===== src/rtl/cache_data_pkg.sv =====
// Shared types and constants for the cache data SRAM controller.
// Geometry: 32 sets x 256-bit lines, filled as 4 x 64-bit beats.
package cache_data_pkg;

  localparam int NUM_SETS  = 32;
  localparam int SET_W     = $clog2(NUM_SETS);
  localparam int LINE_BITS = 256;
  localparam int BEAT_BITS = 64;
  localparam int BEATS     = LINE_BITS / BEAT_BITS;
  localparam int MASK_W    = LINE_BITS / 8;
  localparam int BEAT_W    = $clog2(BEATS);

  typedef logic [SET_W-1:0]     set_idx_t;
  typedef logic [LINE_BITS-1:0] line_t;
  typedef logic [MASK_W-1:0]    line_mask_t;
  typedef logic [BEAT_BITS-1:0] beat_t;
  typedef logic [BEAT_W-1:0]    beat_idx_t;

  localparam beat_idx_t LAST_BEAT = beat_idx_t'(BEATS - 1);

  typedef enum logic [1:0] {
    IDLE,
    FILL,
    HOLD
  } dsram_state_e;

  // Byte-enable lane for fill beat k.
  function automatic line_mask_t beat_mask(input beat_idx_t k);
    line_mask_t m;
    m = '0;
    m[k*(BEAT_BITS/8) +: BEAT_BITS/8] = '1;
    return m;
  endfunction

endpackage


===== src/rtl/cache_data_sram_ctrl_skid.sv =====
// Read response skid: SRAM dout is passed through the cycle after a read
// and captured into a hold register if the consumer is not ready.
module dsram_resp_skid
  import cache_data_pkg::*;
(
  input  logic  clk,
  input  logic  rst_n,
  input  logic  rd_acc_i,
  input  line_t dout_i,
  input  logic  resp_ready_i,
  output logic  resp_valid_o,
  output line_t resp_rdata_o,
  output logic  stall_o
);

  logic  pend_q, pend_d;
  logic  hvld_q, hvld_d;
  line_t hold_q, hold_d;

  assign resp_valid_o = pend_q | hvld_q;
  assign resp_rdata_o = hvld_q ? hold_q : dout_i;
  assign stall_o      = resp_valid_o & ~resp_ready_i;

  always_comb begin
    pend_d = rd_acc_i;
    hvld_d = stall_o;
    hold_d = hold_q;
    // dout is only stable until the next SRAM capture
    if (pend_q && !hvld_q && !resp_ready_i) hold_d = dout_i;
  end

  always_ff @(posedge clk or negedge rst_n) begin
    if (!rst_n) begin
      pend_q <= 1'b0;
      hvld_q <= 1'b0;
      hold_q <= '0;
    end else begin
      pend_q <= pend_d;
      hvld_q <= hvld_d;
      hold_q <= hold_d;
    end
  end

endmodule


===== src/rtl/cache_data_sram_ctrl.sv =====
// Owner of the cache data SRAM RW port: CPU reads/masked writes, 4-beat
// line fills (fill has priority), skid-buffered read responses.
// Ports: req_* CPU request, resp_* read response, fill_* fill beats,
// sram_* SRAM macro pins (active-low csb/web).
// Option DSRAM_FILL_COLLAPSE_EN: stage beats 0-2, one full-line write on beat 3.
module cache_data_sram_ctrl
  import cache_data_pkg::*;
(
  input  logic       clk,
  input  logic       rst_n,
  input  logic       req_valid,
  output logic       req_ready,
  input  logic       req_write,
  input  set_idx_t   req_set,
  input  line_mask_t req_wmask,
  input  line_t      req_wdata,
  output logic       resp_valid,
  input  logic       resp_ready,
  output line_t      resp_rdata,
  input  logic       fill_valid,
  output logic       fill_ready,
  input  set_idx_t   fill_set,
  input  beat_t      fill_data,
  output logic       fill_done,
  output logic       sram_csb,
  output logic       sram_web,
  output set_idx_t   sram_addr,
  output line_mask_t sram_wmask,
  output line_t      sram_din,
  input  line_t      sram_dout
);

  dsram_state_e state_q, state_d;
  beat_idx_t    beat_q, beat_d;
  set_idx_t     fset_q, fset_d;
  set_idx_t     addr_q, addr_d;
  line_mask_t   wmask_q, wmask_d;
  line_t        din_q, din_d;
  logic         done_q, done_d;

  logic       stall;
  logic       cpu_acc, fill_acc, fill_wr;
  set_idx_t   fill_addr;
  line_mask_t fill_mask;
  line_t      fill_line;

  assign cpu_acc   = rst_n & req_valid & req_ready;
  assign fill_acc  = rst_n & fill_valid & fill_ready;
  assign fill_addr = (beat_q == '0) ? fill_set : fset_q;

  dsram_resp_skid u_skid (
    .clk          (clk),
    .rst_n        (rst_n),
    .rd_acc_i     (cpu_acc & ~req_write),
    .dout_i       (sram_dout),
    .resp_ready_i (resp_ready),
    .resp_valid_o (resp_valid),
    .resp_rdata_o (resp_rdata),
    .stall_o      (stall)
  );

`ifdef DSRAM_FILL_COLLAPSE_EN
  logic [LINE_BITS-BEAT_BITS-1:0] stage_q, stage_d;

  // Shift in from the top so beat 0 ends up in the low lane.
  assign stage_d = (fill_acc && beat_q != LAST_BEAT)
                 ? {fill_data, stage_q[LINE_BITS-BEAT_BITS-1:BEAT_BITS]}
                 : stage_q;
  assign fill_wr   = fill_acc & (beat_q == LAST_BEAT);
  assign fill_mask = '1;
  assign fill_line = {fill_data, stage_q};

  always_ff @(posedge clk or negedge rst_n) begin
    if (!rst_n) stage_q <= '0;
    else        stage_q <= stage_d;
  end
`else
  assign fill_wr   = fill_acc;
  assign fill_mask = beat_mask(beat_q);
  assign fill_line = {BEATS{fill_data}};
`endif

  always_comb begin
    state_d    = state_q;
    req_ready  = 1'b0;
    fill_ready = 1'b0;
    unique case (state_q)
      IDLE: begin
        // a stalled response must be captured before the SRAM is reused
        fill_ready = ~stall;
        req_ready  = ~fill_valid & ~stall;
        if (fill_valid && !stall) state_d = FILL;
        else if (stall)           state_d = HOLD;
      end
      FILL: begin
        fill_ready = 1'b1;
        if (fill_valid && beat_q == LAST_BEAT) state_d = IDLE;
      end
      HOLD: begin
        if (resp_ready) state_d = IDLE;
      end
      default: state_d = IDLE;
    endcase
  end

  always_comb begin
    beat_d = fill_acc ? beat_q + 1'b1 : beat_q;
    fset_d = (fill_acc && beat_q == '0) ? fill_set : fset_q;
    done_d = fill_acc & (beat_q == LAST_BEAT);
  end

  always_comb begin
    sram_web = 1'b1;
    addr_d   = addr_q;
    wmask_d  = wmask_q;
    din_d    = din_q;
    unique case (1'b1)
      fill_wr: begin
        sram_web = 1'b0;
        addr_d   = fill_addr;
        wmask_d  = fill_mask;
        din_d    = fill_line;
      end
      cpu_acc: begin
        sram_web = ~req_write;
        addr_d   = req_set;
        wmask_d  = req_wmask;
        din_d    = req_wdata;
      end
      default: ;
    endcase
  end

  assign sram_csb   = ~(fill_wr | cpu_acc);
  assign sram_addr  = addr_d;
  assign sram_wmask = wmask_d;
  assign sram_din   = din_d;
  assign fill_done  = done_q;

  always_ff @(posedge clk or negedge rst_n) begin
    if (!rst_n) begin
      state_q <= IDLE;
      beat_q  <= '0;
      fset_q  <= '0;
      addr_q  <= '0;
      wmask_q <= '0;
      din_q   <= '0;
      done_q  <= 1'b0;
    end else begin
      state_q <= state_d;
      beat_q  <= beat_d;
      fset_q  <= fset_d;
      addr_q  <= addr_d;
      wmask_q <= wmask_d;
      din_q   <= din_d;
      done_q  <= done_d;
    end
  end

endmodule

===== config.mk =====
export PLATFORM = sky130hd
export DESIGN_NAME = cache_data_sram_ctrl
export DESIGN_NICKNAME = d
export VERILOG_FILES = /design/src/rtl/cache_data_pkg.sv /design/src/rtl/cache_data_sram_ctrl_skid.sv /design/src/rtl/cache_data_sram_ctrl.sv
export SDC_FILE = /design/constraint.sdc
export NUM_CORES = 1
export LEC_CHECK = 0
export ABC_AREA = 0
export CORE_AREA = 5 5 450 452
export DETAILED_ROUTE_END_ITERATION = 8
export DIE_AREA = 0 0 455 457
export PLACE_DENSITY = 0.36
export REMOVE_ABC_BUFFERS = 1
export SLEW_MARGIN = 20
export SYNTH_ARGS = -nofsm -noshare
export SYNTH_HDL_FRONTEND = slang
export SYNTH_SLANG_ARGS = --single-unit

===== constraint.sdc =====
create_clock -name clk -period 2.6 [get_ports clk]
set_input_delay 0.39 -clock clk [delete_from_list [all_inputs] [get_ports clk]]
set_output_delay 0.39 -clock clk [all_outputs]
set_load 0.1 [all_outputs]

Word level (Yosys, flattened, before mapping):

Cells that the tools add are included.

* bits in registers: 561
* input bits: 624

* reductions and logical operators: 11
* eq/ne operators: 6
* shift-type cells: 2
* bitwise logic cells: 16
* muxes and demuxes: 13
* add/subtract/negate cells: 2

Operators by type and width (number)
* 256-bit case mux with 2 select lines: 1
* 256-bit 2-to-1 mux: 1
* 32-bit case mux with 2 select lines: 1
* 5-bit negator with 34-bit output: 1
* 8-bit by 34-bit variable shift with 32-bit output (first input constant): 1
* 8-bit by 34-bit indexed part select with 32-bit output (first input constant): 1
* 32-bit bitwise AND: 1
* 5-bit case mux with 2 select lines: 1
* 1-bit bitwise AND: 8
* 2-bit 2-to-1 mux: 4
* 2-bit case mux with 3 select lines: 1
* 1-bit logical AND: 5
* 5-bit 2-to-1 mux: 1
* 1-bit inverter: 5
* 2-bit == test (second input constant): 2
* 2-bit logical NOT: 2
* 2-bit != test (second input constant): 2
* 1-bit case mux with 2 select lines: 2
* 1-bit logical NOT: 3
* 3-bit != test (second input constant): 1
* 3-bit AND reduction: 1
* 2-bit by 1-bit adder with 2-bit output (second input constant): 1
* 2-bit by 1-bit == test with 1-bit output (second input constant): 1
* 1-bit bitwise OR: 2
* 1-bit 2-to-1 mux: 1

Depth between registers and ports, before layout:

Gate-level depths: netlist of run 1.

* depth in word-level cells: 8
* depth in mapped cells: 8
* mapped depth without buffers: 5

Cells and area by module:

Synthesis of run 1 repeated with hierarchy kept, for this count alone.

* cells, all modules: 2279
* area total of the unflattened synthesis: 26738.1 um2

By module, submodules not included
* cache_data_sram_ctrl: seq. area each 7582.3 um2, instances 1, area each 14132.3 um2, cells each 1449
* dsram_resp_skid: seq. area each 6456.2 um2, instances 1, area each 12605.8 um2, cells each 830

Worst setup path before layout of run 1:

OpenSTA, ideal clock, no wires.

* path kind: reg-to-reg
* start: register state_q[0]
* end: register din_q[160]
* path buffers: 3
* arrival time: 4.850 ns
* slack: -2.736 ns
* stages on the path, launching flop included: 7
* clock period less this slack: 5.336 ns
* path through: dfrtp_1 or2_1 clkbuf_1 o211a_1 buf_6 clkbuf_1 o311ai_0

* word-level cells in the longest chain between the ends: 4
* elaborated cells on any way between the ends: 7
* those cells by class: eq/ne (1); mux (3); bitwise (2); reduce/logical (1)

RTL lines
* from (decl): RTL line cache_data_sram_ctrl.sv:33 `dsram_state_e state_q, state_d;`
* from (signal assigned): RTL line cache_data_sram_ctrl.sv:150 `state_q <= state_d;`
* 2-bit by 1-bit == test with 1-bit output or 2-bit logical NOT (tied branches): RTL line cache_data_sram_ctrl.sv:87 `unique case (state_q)`
* 1-bit case mux with 2 select lines or 1-bit 2-to-1 mux (tied branches): RTL line cache_data_sram_ctrl.sv:87
* 1-bit bitwise AND, on equally long branches: RTL line cache_data_sram_ctrl.sv:48, cache_data_sram_ctrl.sv:47
* 256-bit case mux with 2 select lines *: RTL line cache_data_sram_ctrl.sv:117 `unique case (1'b1)`
* net sram_din[160]: RTL line cache_data_sram_ctrl.sv:29 `output line_t sram_din,`
* to (signal assigned): RTL line cache_data_sram_ctrl.sv:155 `din_q <= din_d;`
* to (decl): RTL line cache_data_sram_ctrl.sv:38 `line_t din_q, din_d;`

The timed path passes the listed nets; every way through them passes the cells marked *.
A chain may end at the register's enable or synchronous reset.

Worst setup path after layout of run 1:

* start: register u_skid.hvld_q
* end: output port sram_din[170]

* word-level cells in the longest chain between the ends: 7
* elaborated cells on any way between the ends: 9
* those cells by class: mux (3); bitwise (6)

RTL lines
* from (decl): RTL line cache_data_sram_ctrl_skid.sv:17 `logic hvld_q, hvld_d;`
* from (signal assigned): RTL line cache_data_sram_ctrl_skid.sv:39 `hvld_q <= hvld_d;`
* 1-bit bitwise OR *: RTL line cache_data_sram_ctrl_skid.sv:20 `assign resp_valid_o = pend_q | hvld_q;`
* 1-bit bitwise AND *: RTL line cache_data_sram_ctrl_skid.sv:22 `assign stall_o = resp_valid_o & ~resp_ready_i;`
* 1-bit inverter *: RTL line cache_data_sram_ctrl.sv:90, cache_data_sram_ctrl.sv:91
* 1-bit bitwise AND: RTL line cache_data_sram_ctrl.sv:91 `req_ready = ~fill_valid & ~stall;`
* 1-bit 2-to-1 mux: RTL line cache_data_sram_ctrl.sv:87
* 1-bit bitwise AND: RTL line cache_data_sram_ctrl.sv:47 `assign cpu_acc = rst_n & req_valid & req_ready;`
* 256-bit case mux with 2 select lines *: RTL line cache_data_sram_ctrl.sv:117
* to (decl): RTL line cache_data_sram_ctrl.sv:29

Mark *: on every way between the ends. The rest lies on a longest branch, timed or not.

==> metrics.cfg, run 1 <==
[status]
status = complete, but fails checks
failed_checks = setup timing

[layout]
regArea_um2 = 14000
multiInputGateArea_um2 = 13400
finalInstanceArea_um2 = 58200
finish.net_count = 4531
area_growth_pct = 112
post_route_cells_drive_above_1_share = 0.501
num-fill-cells = 20400
final-instance-count-excl-fill = 6650

[cts]
cts.path.max_buffers = 3
clk_latency_ns = 0.69
cts.htree.levels = 3
tritoncts.num_buffers = 82
clock_tree.root_cell = sky130_fd_sc_hd__clkbuf_16
tritoncts = done
clk_pin_slew_worst_paths_ns = 0.06
numClockSinks = 561

[worst_setup_path]
cp-startpoint = u_skid.hvld_q$_DFF_PN0_
timing.critical_path.required_ns = 2.21
cp-end-kind = output pin
critical_path.reg2reg.endpoint = u_skid.hold_q[225]$_DFFE_PN0P_
worst-path-max-fanout = 14
start_kind = flip-flop
reg2reg_from = u_skid.hvld_q$_DFF_PN0_
critical_path_class = flip-flop to output pin
cp_data_arrival_time_ns = 2.82
logic_depth_of_the_worst_register_to_register_path = 7
r2r_slack_ns = 0.03

[floorplan]
design.die.area_um2 = 208000
floorplan.die.width_um = 455
start_util = 0.139
placementRows = 164
number_of_ports_placed_on_the_die_boundary = 1179
die_height_um = 457
area_of_the_core_um2 = 198000

[place]
gp_congestion = 0.820
preCtsSetupSlack_ns = -0.547
placedCellCount = 6382
placement.io_buffers = 1178
detailed_place.area_um2 = 51100
post-dp-hpwl_mm = 127

[power_and_ir_drop]
power.density_nw_per_um2 = 951
max-vdd-ir-drop_mv = 0.667
static-leakage-power_nw = 24.2

[grt]
pin_count_of_the_biggest_net_entering_global_routing = 126
grt.overflow.total = 0
grt_pass1_vias = 28800
initial_antenna_violation_count = 64
grt_pass1_wl_mm = 240
globalRouteTotalUtil = 0.162

[synth]
netlist_top_cells_count = sky130_fd_sc_hd__dfrtp_1 (561), sky130_fd_sc_hd__mux2_2 (523), sky130_fd_sc_hd__inv_1 (299)
synth-seq-cells = 561
post_synth.cell_area_avg_um2 = 11.8
synthDistinctLibCells = 28
ys.flop_type = sky130_fd_sc_hd__dfrtp_1
syn_area_um2 = 27500
most_numerous_cell_in_the_yosys_netlist = sky130_fd_sc_hd__dfrtp_1
synth_sequential_area_ratio = 0.511
async_reset_ff_frac = 1.00
synth_top_cells_by_area = sky130_fd_sc_hd__dfrtp_1 (51%), sky130_fd_sc_hd__mux2_2 (21%), sky130_fd_sc_hd__o311ai_1 (8.6%)
yosysTopAreaCell = sky130_fd_sc_hd__dfrtp_1
number_of_synthesized_flops_with_an_enable_pin = 0
post-synth-top-area-fraction = 0.511
netlist_instances = 2325
synth-warning-count = 0

[detailed_routing]
drt_iter0_markers = 1187
avgRoutedWirePerCell_um = 27.2
finalWirelength_mm = 181
dr.pass1.iters = 6
drc_errors = 0
avgViaCountPerCell = 4.12
antenna_violating_nets_post_route = 0
vias = 27400

[sta]
rsz0062_at_grt = yes
final.min_clock_period_ns = 3.21
slew_viol_final = 0
layout_worst_path_cycle_share = 1.23
maxClockFrequency_ghz = 0.312
max-slew-margin-rel = 0.410
fin_tns_setup_ns = -213.28
final_hold_viol_count = 0
worst_margin_slew_ns = 0.885
clock-skew-final_ns = 0.0207
worst_slack_ns = -0.607
final_setup_violation_count = 539

[worst_hold_path]
hold_class = primary input to flip-flop
holdPathEnd = u_skid.hold_q[8]$_DFFE_PN0P_
hold_depth = 2
min-delay-start = sram_dout[8]

[run]
maxCapViolations = 0

routing by layer:
layer  vias to the layer above  global-route usage  part of all wire
met2                      1055               0.290              0.51
met4                        26              0.0482             0.029
met1                     13900               0.172              0.36
li1                      12100                   -                 -
met3                       277              0.0691             0.098
met5                         -                   0           0.00091
stage by stage:
| step | total power, mW | utilization | hold WS (ns) |
|---|---|---|---|
| 3_5_place_dp | 42.1 | 0.257 | 0.326 |
| 3_3_place_gp | 42.0 | 0.257 | 0.331 |
| 6_report | 55.3 | 0.293 | 0.323 |
| 2_1_floorplan | 27.0 | - | 0.0944 |
| 4_1_cts | 55.4 | 0.285 | 0.195 |
| 5_1_grt | 57.5 | 0.293 | 0.253 |
cell usage in the layout, fill, tap and decap left out, types with 2 or more instances in the layout:
cell                              netlist  final
sky130_fd_sc_hd__buf_6                  7     64
sky130_fd_sc_hd__o311ai_1             271     98
sky130_fd_sc_hd__buf_4                  0    400
sky130_fd_sc_hd__o311ai_2              14    129
sky130_fd_sc_hd__nor2_1                 7      5
sky130_fd_sc_hd__nor2_4                 0      2
sky130_fd_sc_hd__clkbuf_8               0     23
sky130_fd_sc_hd__o2111ai_2              1      9
sky130_fd_sc_hd__inv_1                299    299
sky130_fd_sc_hd__mux2_2               523    519
sky130_fd_sc_hd__ha_1                   5      4
sky130_fd_sc_hd__nand4_1              293    293
sky130_fd_sc_hd__dfrtp_1              561    559
sky130_fd_sc_hd__clkinv_8               0      2
sky130_fd_sc_hd__buf_16                 0     27
sky130_fd_sc_hd__clkbuf_16              0    106
sky130_fd_sc_hd__bufbuf_16              0      5
sky130_fd_sc_hd__clkinv_2               0      7
sky130_fd_sc_hd__buf_8                  0     16
sky130_fd_sc_hd__diode_2                0     25
sky130_fd_sc_hd__and3_4                 0      2
sky130_fd_sc_hd__buf_12                 0    590
sky130_fd_sc_hd__clkinvlp_4             0      2
sky130_fd_sc_hd__o311ai_4               0     65
sky130_fd_sc_hd__mux2_4                 0      4
sky130_fd_sc_hd__o2111ai_1             73     65
sky130_fd_sc_hd__clkinv_16              0      2
sky130_fd_sc_hd__bufinv_16              0      3
sky130_fd_sc_hd__clkdlybuf4s50_1        0    621
sky130_fd_sc_hd__clkbuf_1             174     28
cell families (layout without fill, tap and decap cells):
group	after synthesis	count (layout)	synth area share
adder cells (fa/ha/maj)	5	5	0.00228
XOR/XNOR	1	1	0.000319
AO/OA/AOI/OAI	372	372	0.122
multiplexers	523	523	0.214
flip-flops	561	561	0.511
AND/OR/NAND/NOR	308	309	0.0695
buffers and inverters	555	2198	0.0809
other	0	25	0
cell type report:
cell class,count,area share
antenna,25,0.00108
clock buffer,133,0.0427
clock inverter,18,0.00450
inverter,299,0.0193
multi-input combinational,1210,0.230
sequential,561,0.241
tap,2656,0.0571
timing repair buffer,1748,0.404
critical path, stage by stage, from the launching register on:
cell	delay (ns)
sky130_fd_sc_hd__dfrtp_4	0.46
sky130_fd_sc_hd__nor2_4	0.06
sky130_fd_sc_hd__buf_12	0.13
sky130_fd_sc_hd__o211a_4	0.26
sky130_fd_sc_hd__buf_12	0.15
sky130_fd_sc_hd__buf_16	0.19
sky130_fd_sc_hd__buf_16	0.18
sky130_fd_sc_hd__o311ai_2	0.29
sky130_fd_sc_hd__buf_4	0.18
sky130_fd_sc_hd__buf_12	0.17
how the worst max path moves through the flow:
stage                                         to  cells after the start
finish                             sram_din[170]                      9
global route                       sram_din[146]                      9
CTS                                 sram_din[72]                      9
detailed placement                  sram_din[11]                      7
global placement                    sram_din[11]                      7
floorplan           u_skid.hold_q[0]$_DFFE_PN0P_                      2
repair_timing:
action | CTS | global route
endpoints found under the setup margin | 553 | 553
gates resized for setup | 285 | 161
hold endpoints to repair | 104 | 0
pin swaps | 44 | 59
gates cloned | 20 | 26
hold buffers | 1 | 0
buffers inserted | 37 | 24
registers in the layout, indices dropped and copies added (netlist names):
name           count
addr_q             5
beat_q             2
din_q            256
fill_done          1
fset_q             5
state_q            2
u_skid.hold_q    256
u_skid.hvld_q      1
u_skid.pend_q      1
wmask_q           32
report_power, final:
group          internal [mW]  switching [mW]  leakage [nW]
clock                   6.86            4.76          1.34
sequential              11.6            1.03          7.10
combinational           12.2            18.8          15.8
total                   30.7            24.6          24.2
Power figures use the tool's default switching activity.
==> run 2, diff against run 1 <==
GPL_ROUTABILITY_DRIVEN = 0   (was unset)
==> results of run 2 <==
No change in the layout: final DEF, timing and power equal those of run 1.
==> run 3, diff against run 2 <==
TNS_END_PERCENT = 10   (was unset)
==> run 3 against run 2 <==
Compared with the run above:
- the run still ends with setup timing left
- cell count is 0.39% lower
- critical path depth stayed put
- non-clock buffer count is 29 lower
- register-to-register slack better by 0.18 ns
- flip-flop and latch count stayed put
- global-route usage is 0.056 points lower
- maximum frequency is 0.32% lower
- critical path type unchanged
- clock power hardly changed
- via count is 0.86% lower
- cell area hardly changed
- setup slack worse by 0.010 ns
- die area stayed put
- critical endpoint is now sram_din[86]
==> metrics.cfg, run 3 (same netlist as run 1, synthesis figures left out) <==
[status]
status = complete, but fails checks
failed_checks = setup timing

[sta]
final_setup_violation_count = 552  ; +2.4%
max-slew-margin-rel = 0.430  ; +0.0196
layout_worst_path_cycle_share = 1.24  ; +0.00399
final.min_clock_period_ns = 3.22  ; +0.0104 ns
rsz0062_at_grt = yes
final_hold_viol_count = 0  ; unchanged
fin_hold_ws_ns = 0.321  ; -0.00148 ns
maxClockFrequency_ghz = 0.311  ; -0.32%
worst_margin_slew_ns = 0.855  ; -0.0293 ns
slew_viol_final = 0  ; unchanged
worst_slack_ns = -0.617  ; -0.0104 ns
clock-skew-final_ns = 0.0237  ; +0.00300 ns

[layout]
finalInstanceArea_um2 = 58200  ; about the same
final_common_cell = sky130_fd_sc_hd__clkdlybuf4s50_1
finish.net_count = 4502  ; -0.64%
area_growth_pct = 112  ; about the same
num-fill-cells = 20400  ; -0.11%
post_route_cells_drive_above_1_share = 0.499  ; -0.00190
final_cell_mix = sky130_fd_sc_hd__clkdlybuf4s50_1 (621), sky130_fd_sc_hd__buf_12 (586), sky130_fd_sc_hd__dfrtp_1 (559)
layout_top_registers = din_q x256, u_skid.hold_q x256, wmask_q x32

[detailed_routing]
highest-signal-layer = met5
dr.pass1.iters = 4  ; -2
finalWirelength_mm = 178  ; -1.5%
avgRoutedWirePerCell_um = 26.8  ; -1.2%
m1WireLength_mm = 63.6  ; -2.5%
antenna_violating_nets_post_route = 0  ; unchanged
drt_iter0_markers = 1182  ; -0.42%
drc_errors = 0  ; unchanged
avgViaCountPerCell = 4.10  ; -0.47%
met2_wirelength_mm = 91.3  ; -0.96%
detailroute.wirelength.met3_mm = 17.5  ; -1.6%
vias = 27100  ; -0.86%

[power_and_ir_drop]
power.density_nw_per_um2 = 951  ; about the same
static-leakage-power_nw = 24.1  ; -0.41%
total_power_mw = 55.4  ; about the same
max-vdd-ir-drop_mv = 0.645  ; -3.3%

[cts]
tritoncts = done
clock_tree.root_cell = sky130_fd_sc_hd__clkbuf_16
numClockSinks = 561  ; unchanged
clk_latency_ns = 0.70  ; about the same
cts.htree.levels = 3  ; unchanged
tritoncts.num_buffers = 82  ; unchanged
clk_pin_slew_worst_paths_ns = 0.06  ; about the same
cts.path.max_buffers = 3  ; unchanged

[grt]
globalRouteTotalUtil = 0.161  ; -0.000557
grt.overflow.total = 0  ; unchanged
grt_pass1_vias = 28700  ; -0.31%
pin_count_of_the_biggest_net_entering_global_routing = 126  ; unchanged
grt_pass1_wl_mm = 240  ; -0.36%
initial_antenna_violation_count = 67  ; +4.7%

[worst_setup_path]
critical_path.cell_chain = nor2_4 > buf_12 > o211a_4 > buf_12 > buf_16 > clkbuf_16 > o311ai_2 > buf_4 > buf_12
timing.critical_path.required_ns = 2.21  ; about the same
cp_slowest_cell = sky130_fd_sc_hd__dfrtp_4
reg2reg_from = u_skid.hvld_q$_DFF_PN0_
crit_path_frequent_cell = sky130_fd_sc_hd__buf_12
cp_data_arrival_time_ns = 2.83  ; about the same
r2r_slack_ns = 0.21  ; +0.18 ns
cp-end-kind = output pin
worst-path-buf-inv = 6  ; unchanged
crit_family = buffers and inverters
worst_path_largest_cell_delay_ns = 0.45  ; about the same
start_kind = flip-flop
worst-path-max-fanout = 9  ; -5
critical_path_class = flip-flop to output pin
cp-startpoint = u_skid.hvld_q$_DFF_PN0_

[floorplan]
floorplan.die.width_um = 455  ; unchanged
placementRows = 164  ; unchanged
design.die.area_um2 = 208000  ; unchanged
start_util = 0.139  ; unchanged
die_height_um = 457  ; unchanged
area_of_the_core_um2 = 198000  ; unchanged
number_of_ports_placed_on_the_die_boundary = 1179  ; unchanged

[worst_hold_path]
hold_class = primary input to flip-flop
min-delay-start = sram_dout[56]

[place]
placement.io_buffers = 1178  ; unchanged
detailed_place.area_um2 = 51100  ; unchanged
post-dp-hpwl_mm = 127  ; unchanged

[run]
maxCapViolations = 0  ; unchanged

run 3: cell types whose count changed in the layout (fill, tap and decap cells not counted), moves of 3 or more:
cell / previous run / this run
sky130_fd_sc_hd__o311ai_4: 65 / 81
sky130_fd_sc_hd__clkbuf_16: 106 / 97
sky130_fd_sc_hd__o311ai_1: 98 / 92
sky130_fd_sc_hd__buf_12: 590 / 586
sky130_fd_sc_hd__buf_16: 27 / 33
sky130_fd_sc_hd__o311ai_2: 129 / 120
sky130_fd_sc_hd__buf_4: 400 / 348
sky130_fd_sc_hd__buf_6: 64 / 94
sky130_fd_sc_hd__diode_2: 25 / 28
run 3: final cells by class:
| type | count | area [um2] | area share |
|---|---|---|---|
| repair buffers | 1719 | 23300 | 0.400 |
| inverters | 299 | 1120 | 0.0193 |
| flip-flops and latches | 561 | 14000 | 0.241 |
| multi-input cells | 1210 | 13600 | 0.233 |
| diodes | 28 | 70.1 | 0.00120 |
| clock buffers | 133 | 2480 | 0.0427 |
| clock inverters | 18 | 262 | 0.00449 |
| well taps | 2656 | 3320 | 0.0571 |
run 3: repair_timing:
action / 4_1_cts / 5_1_grt
gates cloned: 19 / 15
hold endpoints to repair: 104 / 0
setup buffers: 33 / 6
hold buffers: 1 / 0
gates resized for setup: 258 / 242
pin swaps: 32 / 92
setup endpoints to repair: 553 / 553
run 3: power breakdown:
group	internal, mW	switching (mW)	total, mW	leakage, nW
clock	6.86	4.75	11.6	1.34
sequential	11.6	1.03	12.7	7.10
combinational	12.2	18.8	31.1	15.7
run 3: worst paths after layout:
kind / to / cells after the start
max: sram_din[86] / 9
min: u_skid.hold_q[56]$_DFFE_PN0P_ / 2
max reg2reg: u_skid.hold_q[231]$_DFFE_PN0P_ / 6
min reg2reg: u_skid.hold_q[101]$_DFFE_PN0P_ / 1
max in group asynchronous: din_q[59]$_DFF_PN0_ / 4
min in group asynchronous: u_skid.hvld_q$_DFF_PN0_ / 3
run 3: through the flow:
step | instances | worst slack, ns | setup TNS (ns) | utilization
3_5_place_dp | 6382 | -0.547 | -106.08 | 0.257
5_1_grt | 6616 | -0.721 | -307.85 | 0.293
3_3_place_gp | 6382 | -0.597 | -116.13 | 0.257
2_1_floorplan | 2069 | -28.48 | - | -
4_1_cts | 6584 | -0.714 | -308.69 | 0.284
6_report | 6624 | -0.617 | -226.53 | 0.293
run 3: per-layer routing:
metal | vias to the layer above | GRT usage
li1 | 12000 | -
met1 | 13800 | 0.171
met2 | 1020 | 0.290
met3 | 279 | 0.0681
met4 | 28 | 0.0481
met5 | - | 0
